==> src/rtl/pipeline_pkg.sv <==
// Shared pipeline types: instruction classes and MEM-stage FSM states.
package pipeline_pkg;

    typedef enum logic [3:0] {
        INST_TYPE_NOP    = 4'd0,
        INST_TYPE_ALU    = 4'd1,
        INST_TYPE_LOAD   = 4'd3,
        INST_TYPE_STORE  = 4'd4,
        INST_TYPE_BRANCH = 4'd5
    } inst_type_e;

    typedef enum logic [1:0] {
        MEM_IDLE,
        MEM_ACCESS,
        MEM_WAIT,
        MEM_DONE
    } mem_state_e;

    // True for instruction classes that need the data-memory port.
    function automatic logic is_mem_op(input logic [3:0] inst_type);
        return (inst_type == INST_TYPE_LOAD) || (inst_type == INST_TYPE_STORE);
    endfunction

endpackage

==> src/rtl/mem_timeout_counter.sv <==
// Wait-cycle counter for the MEM stage; expired marks the last allowed WAIT cycle.
module mem_timeout_counter #(
    parameter int TIMEOUT_CYCLES = 16,
    parameter int CNT_W          = 5
) (
    input  logic clock,
    input  logic reset,
    input  logic clear,
    input  logic enable,
    output logic expired
);

    logic [CNT_W-1:0] count;

    // Count WAIT cycles; clear has priority so every access starts from zero.
    always_ff @(posedge clock or posedge reset) begin
        // NOTE: registered state uses non-blocking assignments so every flop samples pre-edge values.
        if (reset) begin
            count <= '0;
        end else if (clear) begin
            count <= '0;
        end else if (enable) begin
            count <= count + CNT_W'(1);
        end
    end

    assign expired = (count == CNT_W'(TIMEOUT_CYCLES - 1));

endmodule

==> src/rtl/mem_access_stage.sv <==
// MEM stage: issues loads/stores on the req/ack data port, stalls upstream until
// completion or timeout, resolves branches and registers results toward MEM/WB.
// Upstream PC, IF/ID, ID/EX and EX/MEM registers must use Stall as a hold enable.
// Optional: define MEM_ALIGN_CHECK_EN to reject misaligned loads/stores with BusError.
module mem_access_stage
    import pipeline_pkg::*;
#(
    parameter int TIMEOUT_CYCLES = 16,
    parameter int CNT_W          = 5
) (
    input  logic        clock,
    input  logic        reset,
    input  logic [31:0] In_Inst,
    input  logic [31:0] In_NewPC,
    input  logic [31:0] In_RegDataB,
    input  logic [31:0] In_ALUOutput,
    input  logic        In_Condition,
    input  logic [3:0]  In_InstNum,
    input  logic [3:0]  In_InstType,
    output logic        Dmem_Req,
    output logic        Dmem_We,
    output logic [31:0] Dmem_Addr,
    output logic [31:0] Dmem_WData,
    input  logic [31:0] Dmem_RData,
    input  logic        Dmem_Ack,
    output logic        Stall,
    output logic        BranchTaken,
    output logic [31:0] BranchTarget,
    output logic        BusError,
    output logic        Out_Valid,
    output logic [31:0] Out_Inst,
    output logic [31:0] Out_ALUOutput,
    output logic [31:0] Out_MemData,
    output logic [3:0]  Out_InstNum,
    output logic [3:0]  Out_InstType
);

    mem_state_e  state, state_next;
    logic        mem_op, misaligned;
    logic        cnt_clear, cnt_enable, cnt_expired;
    logic [31:0] cap_inst, cap_alu, rdata_q;
    logic [3:0]  cap_num, cap_type;

    assign mem_op = is_mem_op(In_InstType);

`ifdef MEM_ALIGN_CHECK_EN
    assign misaligned = (In_ALUOutput[1:0] != 2'b00);
`else
    assign misaligned = 1'b0;
`endif

    // Address, data and direction come straight from EX/MEM, which Stall holds steady.
    assign Dmem_Addr    = In_ALUOutput;
    assign Dmem_WData   = In_RegDataB;
    assign Dmem_We      = (In_InstType == INST_TYPE_STORE);
    assign BranchTarget = In_NewPC;

    mem_timeout_counter #(
        .TIMEOUT_CYCLES(TIMEOUT_CYCLES),
        .CNT_W         (CNT_W)
    ) u_timeout (
        .clock  (clock),
        .reset  (reset),
        .clear  (cnt_clear),
        .enable (cnt_enable),
        .expired(cnt_expired)
    );

    // FSM state register.
    always_ff @(posedge clock or posedge reset) begin
        if (reset) state <= MEM_IDLE;
        else       state <= state_next;
    end

    // Next state and handshake outputs; all outputs forced low while reset is held.
    always_comb begin
        // NOTE: every signal gets a default first, so no path can infer a latch.
        state_next  = state;
        Stall       = 1'b0;
        Dmem_Req    = 1'b0;
        BusError    = 1'b0;
        BranchTaken = 1'b0;
        cnt_clear   = 1'b0;
        cnt_enable  = 1'b0;
        case (state)
            MEM_IDLE: begin
                BranchTaken = (In_InstType == INST_TYPE_BRANCH) && In_Condition;
                if (mem_op && misaligned) begin
                    BusError = 1'b1;
                end else if (mem_op) begin
                    Stall      = 1'b1;
                    state_next = MEM_ACCESS;
                end
            end
            MEM_ACCESS: begin
                Stall      = 1'b1;
                Dmem_Req   = 1'b1;
                cnt_clear  = 1'b1;
                state_next = MEM_WAIT;
            end
            MEM_WAIT: begin
                Stall      = 1'b1;
                Dmem_Req   = 1'b1;
                cnt_enable = 1'b1;
                // An ack on the final allowed cycle still completes normally.
                if (Dmem_Ack) begin
                    state_next = MEM_DONE;
                end else if (cnt_expired) begin
                    BusError   = 1'b1;
                    state_next = MEM_DONE;
                end
            end
            MEM_DONE: begin
                state_next = MEM_IDLE;
            end
            default: begin
                state_next = MEM_IDLE;
            end
        endcase
        if (reset) begin
            Stall       = 1'b0;
            Dmem_Req    = 1'b0;
            BusError    = 1'b0;
            BranchTaken = 1'b0;
        end
    end

    // Capture memory ops, latch read data, and register results toward MEM/WB.
    always_ff @(posedge clock or posedge reset) begin
        if (reset) begin
            Out_Valid     <= 1'b0;
            Out_Inst      <= '0;
            Out_ALUOutput <= '0;
            Out_MemData   <= '0;
            Out_InstNum   <= '0;
            Out_InstType  <= '0;
            cap_inst      <= '0;
            cap_alu       <= '0;
            cap_num       <= '0;
            cap_type      <= '0;
            rdata_q       <= '0;
        end else begin
            case (state)
                MEM_IDLE: begin
                    if (mem_op && !misaligned) begin
                        Out_Valid <= 1'b0;
                        cap_inst  <= In_Inst;
                        cap_alu   <= In_ALUOutput;
                        cap_num   <= In_InstNum;
                        cap_type  <= In_InstType;
                    end else if (In_InstType == INST_TYPE_NOP) begin
                        Out_Valid <= 1'b0;
                    end else begin
                        Out_Valid     <= 1'b1;
                        Out_Inst      <= In_Inst;
                        Out_ALUOutput <= In_ALUOutput;
                        Out_MemData   <= '0;
                        Out_InstNum   <= In_InstNum;
                        Out_InstType  <= In_InstType;
                    end
                end
                MEM_WAIT: begin
                    if (Dmem_Ack) begin
                        rdata_q <= (cap_type == INST_TYPE_LOAD) ? Dmem_RData : '0;
                    end else if (cnt_expired) begin
                        rdata_q <= '0;
                    end
                end
                MEM_DONE: begin
                    Out_Valid     <= 1'b1;
                    Out_Inst      <= cap_inst;
                    Out_ALUOutput <= cap_alu;
                    Out_MemData   <= rdata_q;
                    Out_InstNum   <= cap_num;
                    Out_InstType  <= cap_type;
                end
                default: begin
                    Out_Valid <= 1'b0;
                end
            endcase
        end
    end

endmodule

==> config.mk <==
export PLATFORM = sky130hd
export DESIGN_NAME = mem_access_stage
export DESIGN_NICKNAME = d
export VERILOG_FILES = /design/src/rtl/pipeline_pkg.sv /design/src/rtl/mem_timeout_counter.sv /design/src/rtl/mem_access_stage.sv
export SDC_FILE = /design/constraint.sdc
export NUM_CORES = 1
export LEC_CHECK = 0
export ABC_AREA = 1
export CORE_AREA = 3 3 133 186
export DETAILED_ROUTE_END_ITERATION = 10
export DIE_AREA = 0 0 136 189
export PLACE_DENSITY = 0.9
export REMOVE_ABC_BUFFERS = 1
export SYNTH_ARGS = -nofsm -noshare
export SYNTH_HDL_FRONTEND = slang
export SYNTH_SLANG_ARGS = --single-unit
==> constraint.sdc <==
create_clock -name clock -period 8.4 [get_ports clock]
set_input_delay 0.84 -clock clock [delete_from_list [all_inputs] [get_ports clock]]
set_output_delay 0.84 -clock clock [all_outputs]
set_load 0.05 [all_outputs]
==> summary.md, run 1 <==
| Metric | Value |
|---|---|
| Core area | `23,300 sq um` |
| LEAKAGE | `6.36 nW` |
| Worst setup path category | `input port to primary output` |
| Num CTS Buffers | `22` |
| Detail Route met2 WL | `13,000 um` |
| CP max-delay cell | `clkdlybuf4s50_1` |
| Slew at the pin closest to its max-slew limit | `1.22 ns` |
| Worst EP required | `7.56 ns` |
| Final antenna diode count | `0` |
| Pwr per Cell Area | `390 nW/um^2` |
| Worst-Skew Late Latency | `0.51 ns` |
| Number of ports placed on the die boundary | `378` |
| DRC | `0` |
| Outcome | `completed` |
| DIE AREA | `25,700 sq um` |
| Vias | `8,623` |
| Largest family of logic cells by synthesized area | `simple AND/OR/NAND/NOR gates` |
| Final-layout setup total negative slack | `0 ns` |
| Initial Util | `0.447` |
| Post-synthesis cell count | `1,264` |
| CTS Hold Bufs | `0` |
| GRT Total Usage | `0.225` |
| Total wirelength of the detailed-routed design | `29,700 um` |
| Final critical-path share of the clock period | `0.482` |
| Pins Over Slew Limit | `0` |
| Async set-reset flop share out of synthesis | `1.00` |
| Remaining Overflow, GRT | `0` |
| # setup viols final | `0` |
| Count of buffer and inverter cells on the critical path | `3` |
| Final HPWL DP | `20,600 um` |
| Antenna violations before repair | `2` |
| Wire length of the first global-routing pass | `46,200 um` |
| Share of Yosys cell area claimed by the top area cell type | `0.519` |
| Row count | `66` |
| Critical path's most frequent cell | `clkdlybuf4s50_1` |
| Critical Path AT | `3.21 ns` |
| Count of flip-flops with a built-in enable after synthesis | `0` |
| Final hold violation count | `0` |
| Adder-Cell Fraction of Synth Area | `0.00841` |
| Total clock sinks | `216` |
| Maximum frequency from static timing analysis | `247 MHz` |
| Wire length per cell after detailed routing | `17.5 um` |
| Area leader, netlist | `dfrtp_1` |
| Kind of capture point of the worst setup path | `primary output` |
| Post-synthesis sequential area ratio | `0.519` |
| Clock buffer depth | `3` |
| Sum of routed wire segments on met1 | `11,600 um` |
| Number of distinct standard cells referenced by the synthesized netlist | `25` |
| Number of violations reported at the end of detailed-routing iteration 0 | `594` |
| Post-Synthesis Mean Instance Area | `8.24 sq um` |
| Relative slew slack | `0.184` |
| CP Max Fanout | `138` |
| Vertical extent of the die | `189 um` |
| Path category of the worst min-delay check | `register to register` |
| Sequence of cells on the critical path | `clkdlybuf4s50_1 > inv_8 > nand2_1 > a21oi_1 > clkdlybuf4s50_1` |
| Post-synthesis share of cell area spent on xor and xnor gates | `0` |
| Via density per instance | `5.09` |
| Min Clock Period, post-route | `4.05 ns` |
| Routability Congestion | `0.833` |
| Post-CTS Repair Setup Buffers | `0` |
| Buffer type at the clock tree root | `clkbuf_16` |
| Post-route antenna net violation count | `0` |
| Fraction of the mapped netlist area in compound gates | `0.0925` |
| Worst setup SP type | `input port` |
| Final Instance Count excl. Fillers | `1,695` |
| Port buffer count | `249` |
| Synthesized area | `10,400 sq um` |
| Yosys warning count | `0` |
| Cell types with the largest area share after synthesis | `dfrtp_1 52%, nand2_1 14%, buf_4 7.3%` |
| Top sig layer | `met5` |
| Most used flip-flop cell after synthesis | `dfrtp_1` |
| Delay of the slowest cell on the worst path | `0.82 ns` |
| Fill cell total of the finished layout | `2,041` |
| Number of H-tree levels | `1` |
| Width of the die | `136 um` |
| Maximum vdd drop | `0.334 mV` |
| Clock tree from TritonCTS | `done` |
| Setup skew after layout | `0.0185 ns` |
| Wire length on met3 | `4180 um` |
| Number of register bits inferred by synthesis | `216` |
| Final net count | `1,553` |
| Detailed Routing Iterations Pass 1 | `6` |
| Simple-gate share of the synthesized area | `0.215` |
| Via count of the first global-routing pass | `8,438` |
| Reported max-cap violation count | `0` |
| # placed instances | `1,656` |
| PostCTS Resize Cnt | `0` |
| RSZ-0062 raised after global routing | `no` |
| Maximum number of pins on one net before global-route repair | `139` |
| Area growth from synthesis to layout | `25.2%` |
| Multiplexer fraction of the synthesized cell area | `0` |
| Gate family responsible for the most delay along the worst path | `buffers and inverters` |
| Share of final-layout standard cells stronger than drive strength 1 | `0.0374` |
| Clock transition at the registers of the reported paths | `0.06 ns` |
-- layer usage --
layer | track usage | up-vias
met2 | 0.331 | 468
met4 | 0.0562 | 8
met1 | 0.284 | 4012
li1 | - | 4075
met5 | 0.0575 | -
met3 | 0.124 | 60
-- report_power, final --
group | switching (W) | total (W) | internal [W]
combinational | 0.00160 | 0.00232 | 0.000721
sequential | 0.000242 | 0.00171 | 0.00147
clock | 0.000409 | 0.00105 | 0.000642
total | 0.00225 | 0.00508 | 0.00283
-- cells in the mapped netlist (2+ instances only) --
library cell,n
dfrtp_1,216
nor2_2,2
o21ai_0,125
a21oi_1,4
inv_1,156
buf_1,3
clkbuf_1,29
nand2_1,401
buf_4,101
nor3_1,6
ha_1,7
o21ai_1,21
buf_6,10
buf_2,27
nand3_1,77
nand3b_1,32
nand2_2,2
o22ai_1,33
nand4_1,2
nor2_1,5
-- final timing paths --
check,from,endpoint,slack (ns),cells past startpoint
max reg2reg,state[0]$_DFFE_PP0P_,Out_Inst[2]$_DFFE_PP0P_,4.90,8
min in group asynchronous,reset,rdata_q[6]$_DFFE_PP0P_,1.01,2
min reg2reg,Out_MemData[21]$_DFFE_PP0P_,Out_MemData[21]$_DFFE_PP0P_,0.47,2
max,reset,Stall,4.35,5
min,Out_MemData[21]$_DFFE_PP0P_,Out_MemData[21]$_DFFE_PP0P_,0.47,2
max in group asynchronous,reset,Out_Inst[26]$_DFFE_PP0P_,5.82,3
-- sequential cells by signal, summed over array words and instances (netlist names), 5 cells and up --
signal and count:
Out_ALUOutput 32, Out_Inst 32, Out_MemData 32, cap_alu 32
cap_inst 32, rdata_q 32, u_timeout.count 5
-- worst register-to-register path, stage by stage, from the launching register on --
cell,delay (ns)
dfrtp_1,0.44
inv_1,0.14
ha_1,0.39
nand3_1,0.14
o21ai_1,0.13
clkinv_2,0.63
nand2_4,1.17
nand2_1,0.30
nand2_1,0.10
-- final cells by class --
| type | instances | area, sq um | area share |
|---|---|---|---|
| tap | 306 | 383 | 0.0294 |
| clock buffer | 29 | 618 | 0.0474 |
| timing repair buffer | 256 | 2540 | 0.195 |
| multi-input combinational | 721 | 3330 | 0.255 |
| clock inverter | 10 | 159 | 0.0122 |
| sequential | 216 | 5410 | 0.415 |
| inverter | 157 | 598 | 0.0459 |
-- cells in the final DEF, fill, tap and decap left out --
master           count
nand3_2              1
nand3b_1            32
clkbuf_16           23
o21ai_0            125
clkinvlp_4           2
nand3_1             77
or2_2                1
nand2_1            401
nor2_1               5
nor2_2               2
clkdlybuf4s50_1    249
bufinv_16            4
a21oi_1              3
o22ai_1             33
ha_1                 6
o21ai_1             21
nand2_8              1
nand4_1              2
dfrtp_1            216
clkbuf_1             4
ha_4                 1
a31oi_1              1
inv_1              155
clkinv_4             1
nand2_4              1
clkbuf_8             2
nor4_1               1
buf_4                7
clkinv_2             4
nor3_1               6
inv_8                1
a21oi_2              1
-- cell families (layout without fill, tap and decap cells) --
logic type	count (synthesis)	after routing
AO/OA/AOI/OAI	184	184
adder cells (fa/ha/maj)	7	7
buffers and inverters	327	452
flip-flops	216	216
AND/OR/NAND/NOR	530	530
-- stage by stage --
stage          utilization  hold WS (ns)  power, W  area, sq um  setup WS (ns)
3_3_place_gp         0.526         0.453   0.00396        12300           4.31
2_1_floorplan            -         0.453   0.00321         9290           1.15
4_1_cts              0.560         0.474   0.00512        13000           4.25
3_5_place_dp         0.526         0.458   0.00405        12300           4.27
5_1_grt              0.560         0.486   0.00541        13000           4.07
6_report             0.560         0.470   0.00508        13000           4.35
No activity file was read; power rests on OpenSTA's default activity.
==> inputs of run 2 (changes only) <==
==> constraint.sdc (replaced) <==
create_clock -name clock -period 4 [get_ports clock]
set_input_delay 0.4 -clock clock [delete_from_list [all_inputs] [get_ports clock]]
set_output_delay 0.4 -clock clock [all_outputs]
set_load 0.05 [all_outputs]
==> run 2 against run 1 <==
Net effect:
- count of clock-buffer cells in the layout unchanged
- final cell count about the same
- via count decreased by 0.22%
- sequential share of layout area increased by 0.20 points
- highest routed layer unchanged
- critical path type is now register to primary output
- hold slack got worse by 0.18 ns
- global-route usage about the same
- clock skew decreased by 0.011 ns
- wire length decreased by 1.0%
- sequential power increased by 110%
- worst setup slack got worse by 3.4 ns
==> summary.md, run 2 (same netlist as run 1, synthesis figures left out) <==
| Metric | Value |
|---|---|
| Post-route cell area | `13,000 sq um` |
| DRC | `0` |
| Register-to-register path setup slack | `1.14 ns` |
| RSZ-0062 raised after global routing | `no` |
| Final-layout setup total negative slack | `0 ns` |
| Clock buffer depth | `3` |
| Relative slew slack | `0.231` |
| Worst EP required | `3.60 ns` |
| # setup viols final | `0` |
| Total clock sinks | `216` |
| Placed instance area | `12,300 sq um` |
| Row count | `66` |
| Final HPWL DP | `20,600 um` |
| Clock transition at the registers of the reported paths | `0.07 ns` |
| Antenna violations before repair | `2` |
| Total wirelength of the detailed-routed design | `29,400 um` |
| Number of H-tree levels | `1` |
| Final net count | `1,556` |
| GRT Total Usage | `0.225` |
| Most common cell after layout, fill and taps aside | `nand2_1` |
| CP Max Fanout | `6` |
| Pwr per Cell Area | `803 nW/um^2` |
| CTS Hold Bufs | `0` |
| Maximum vdd drop | `0.846 mV` |
| Slew at the pin closest to its max-slew limit | `1.15 ns` |
| Fill cell total of the finished layout | `2,002` |
| Clock tree from TritonCTS | `done` |
| Worst setup SP type | `register` |
| Wire length per cell after detailed routing | `17.3 um` |
| DIE AREA | `25,700 sq um` |
| Outcome | `completed` |
| Area growth from synthesis to layout | `24.6%` |
| Critical Path AT | `2.69 ns` |
| Pins Over Slew Limit | `0` |
| PostCTS Resize Cnt | `0` |
| Leading cell types in the layout, fill and taps excluded | `401 x nand2_1, 249 x clkdlybuf4s50_1, 216 x dfrtp_1` |
| Reported max-cap violation count | `0` |
| Detailed Routing Iterations Pass 1 | `7` |
| Num CTS Buffers | `21` |
| Post-CTS Repair Setup Buffers | `0` |
| Kind of capture point of the worst setup path | `primary output` |
| LEAKAGE | `6.35 nW` |
| Number of violations reported at the end of detailed-routing iteration 0 | `493` |
| Share of final-layout standard cells stronger than drive strength 1 | `0.0381` |
| Min Clock Period, post-route | `3.09 ns` |
| Final antenna diode count | `0` |
| Worst setup path category | `register to primary output` |
| Final critical-path share of the clock period | `0.772` |
| Depth of the worst register-to-register path | `7` |
| Worst-Skew Late Latency | `0.49 ns` |
| Wire length of the first global-routing pass | `46,300 um` |
| Width of the die | `136 um` |
| Via count of the first global-routing pass | `8,610` |
| Final hold violation count | `0` |
| Maximum number of pins on one net before global-route repair | `245` |
| Remaining Overflow, GRT | `0` |
| Post-route antenna net violation count | `0` |
| Initial Util | `0.447` |
| Number of ports placed on the die boundary | `378` |
| Via density per instance | `5.07` |
| Routability Congestion | `0.820` |
| Setup skew after layout | `0.00763 ns` |
| Core Util, Final | `0.557` |
| Buffer type at the clock tree root | `clkbuf_16` |
| Maximum frequency from static timing analysis | `324 MHz` |
| Port buffer count | `249` |
| Path category of the worst min-delay check | `input port to asynchronous set/reset pin` |
| Vertical extent of the die | `189 um` |
| Vias | `8,604` |
| Core area | `23,300 sq um` |
## run 2: final cells by class
| type | instances | area, sq um | area share |
|---|---|---|---|
| tap | 306 | 383 | 0.0295 |
| multi-input combinational | 721 | 3330 | 0.256 |
| timing repair buffer | 260 | 2600 | 0.200 |
| inverter | 157 | 598 | 0.0461 |
| sequential | 216 | 5410 | 0.417 |
| clock buffer | 29 | 596 | 0.0459 |
| clock inverter | 7 | 62.6 | 0.00482 |
## run 2: report_power, final
part           internal [W]  switching (W)
combinational       0.00154        0.00339
sequential          0.00308       0.000491
clock               0.00110       0.000816
total               0.00572        0.00469
## run 2: final timing paths
path / from / end
max: state[0]$_DFFE_PP0P_ / Stall
min: reset / cap_alu[28]$_DFFE_PP0N_
max reg2reg: state[0]$_DFFE_PP0P_ / Out_ALUOutput[29]$_DFFE_PP0P_
min reg2reg: Out_MemData[7]$_DFFE_PP0P_ / Out_MemData[7]$_DFFE_PP0P_
max in group asynchronous: reset / Out_ALUOutput[13]$_DFFE_PP0P_
min in group clock: Dmem_RData[27] / rdata_q[27]$_DFFE_PP0P_
## run 2: worst max-delay path, cell delays in order (launching register included)
cell and delay, ns:
dfrtp_1 0.45, inv_1 0.13, ha_1 0.41, inv_1 0.16
a21oi_1 0.21, clkdlybuf4s50_1 0.84
## run 2: through the flow
stage / setup WS [ns] / hold WS [ns] / std cells / total power [W]
global route: 0.686 / 0.293 / 1696 / 0.0112
finish: 0.911 / 0.286 / 1696 / 0.0104
CTS: 0.904 / 0.275 / 1696 / 0.0105
floorplan: -2.37 / 0.453 / 1094 / 0.00674
global placement: 1.15 / 0.452 / 1660 / 0.00835
detailed placement: 1.14 / 0.457 / 1660 / 0.00855
## run 2: metal layers
metal  wire (um)  part of all wire  global-route usage
met4         789             0.027              0.0644
met1       11700              0.40               0.280
met5         204            0.0069              0.0575
met2       12800              0.43               0.333
met3        3880              0.13               0.123
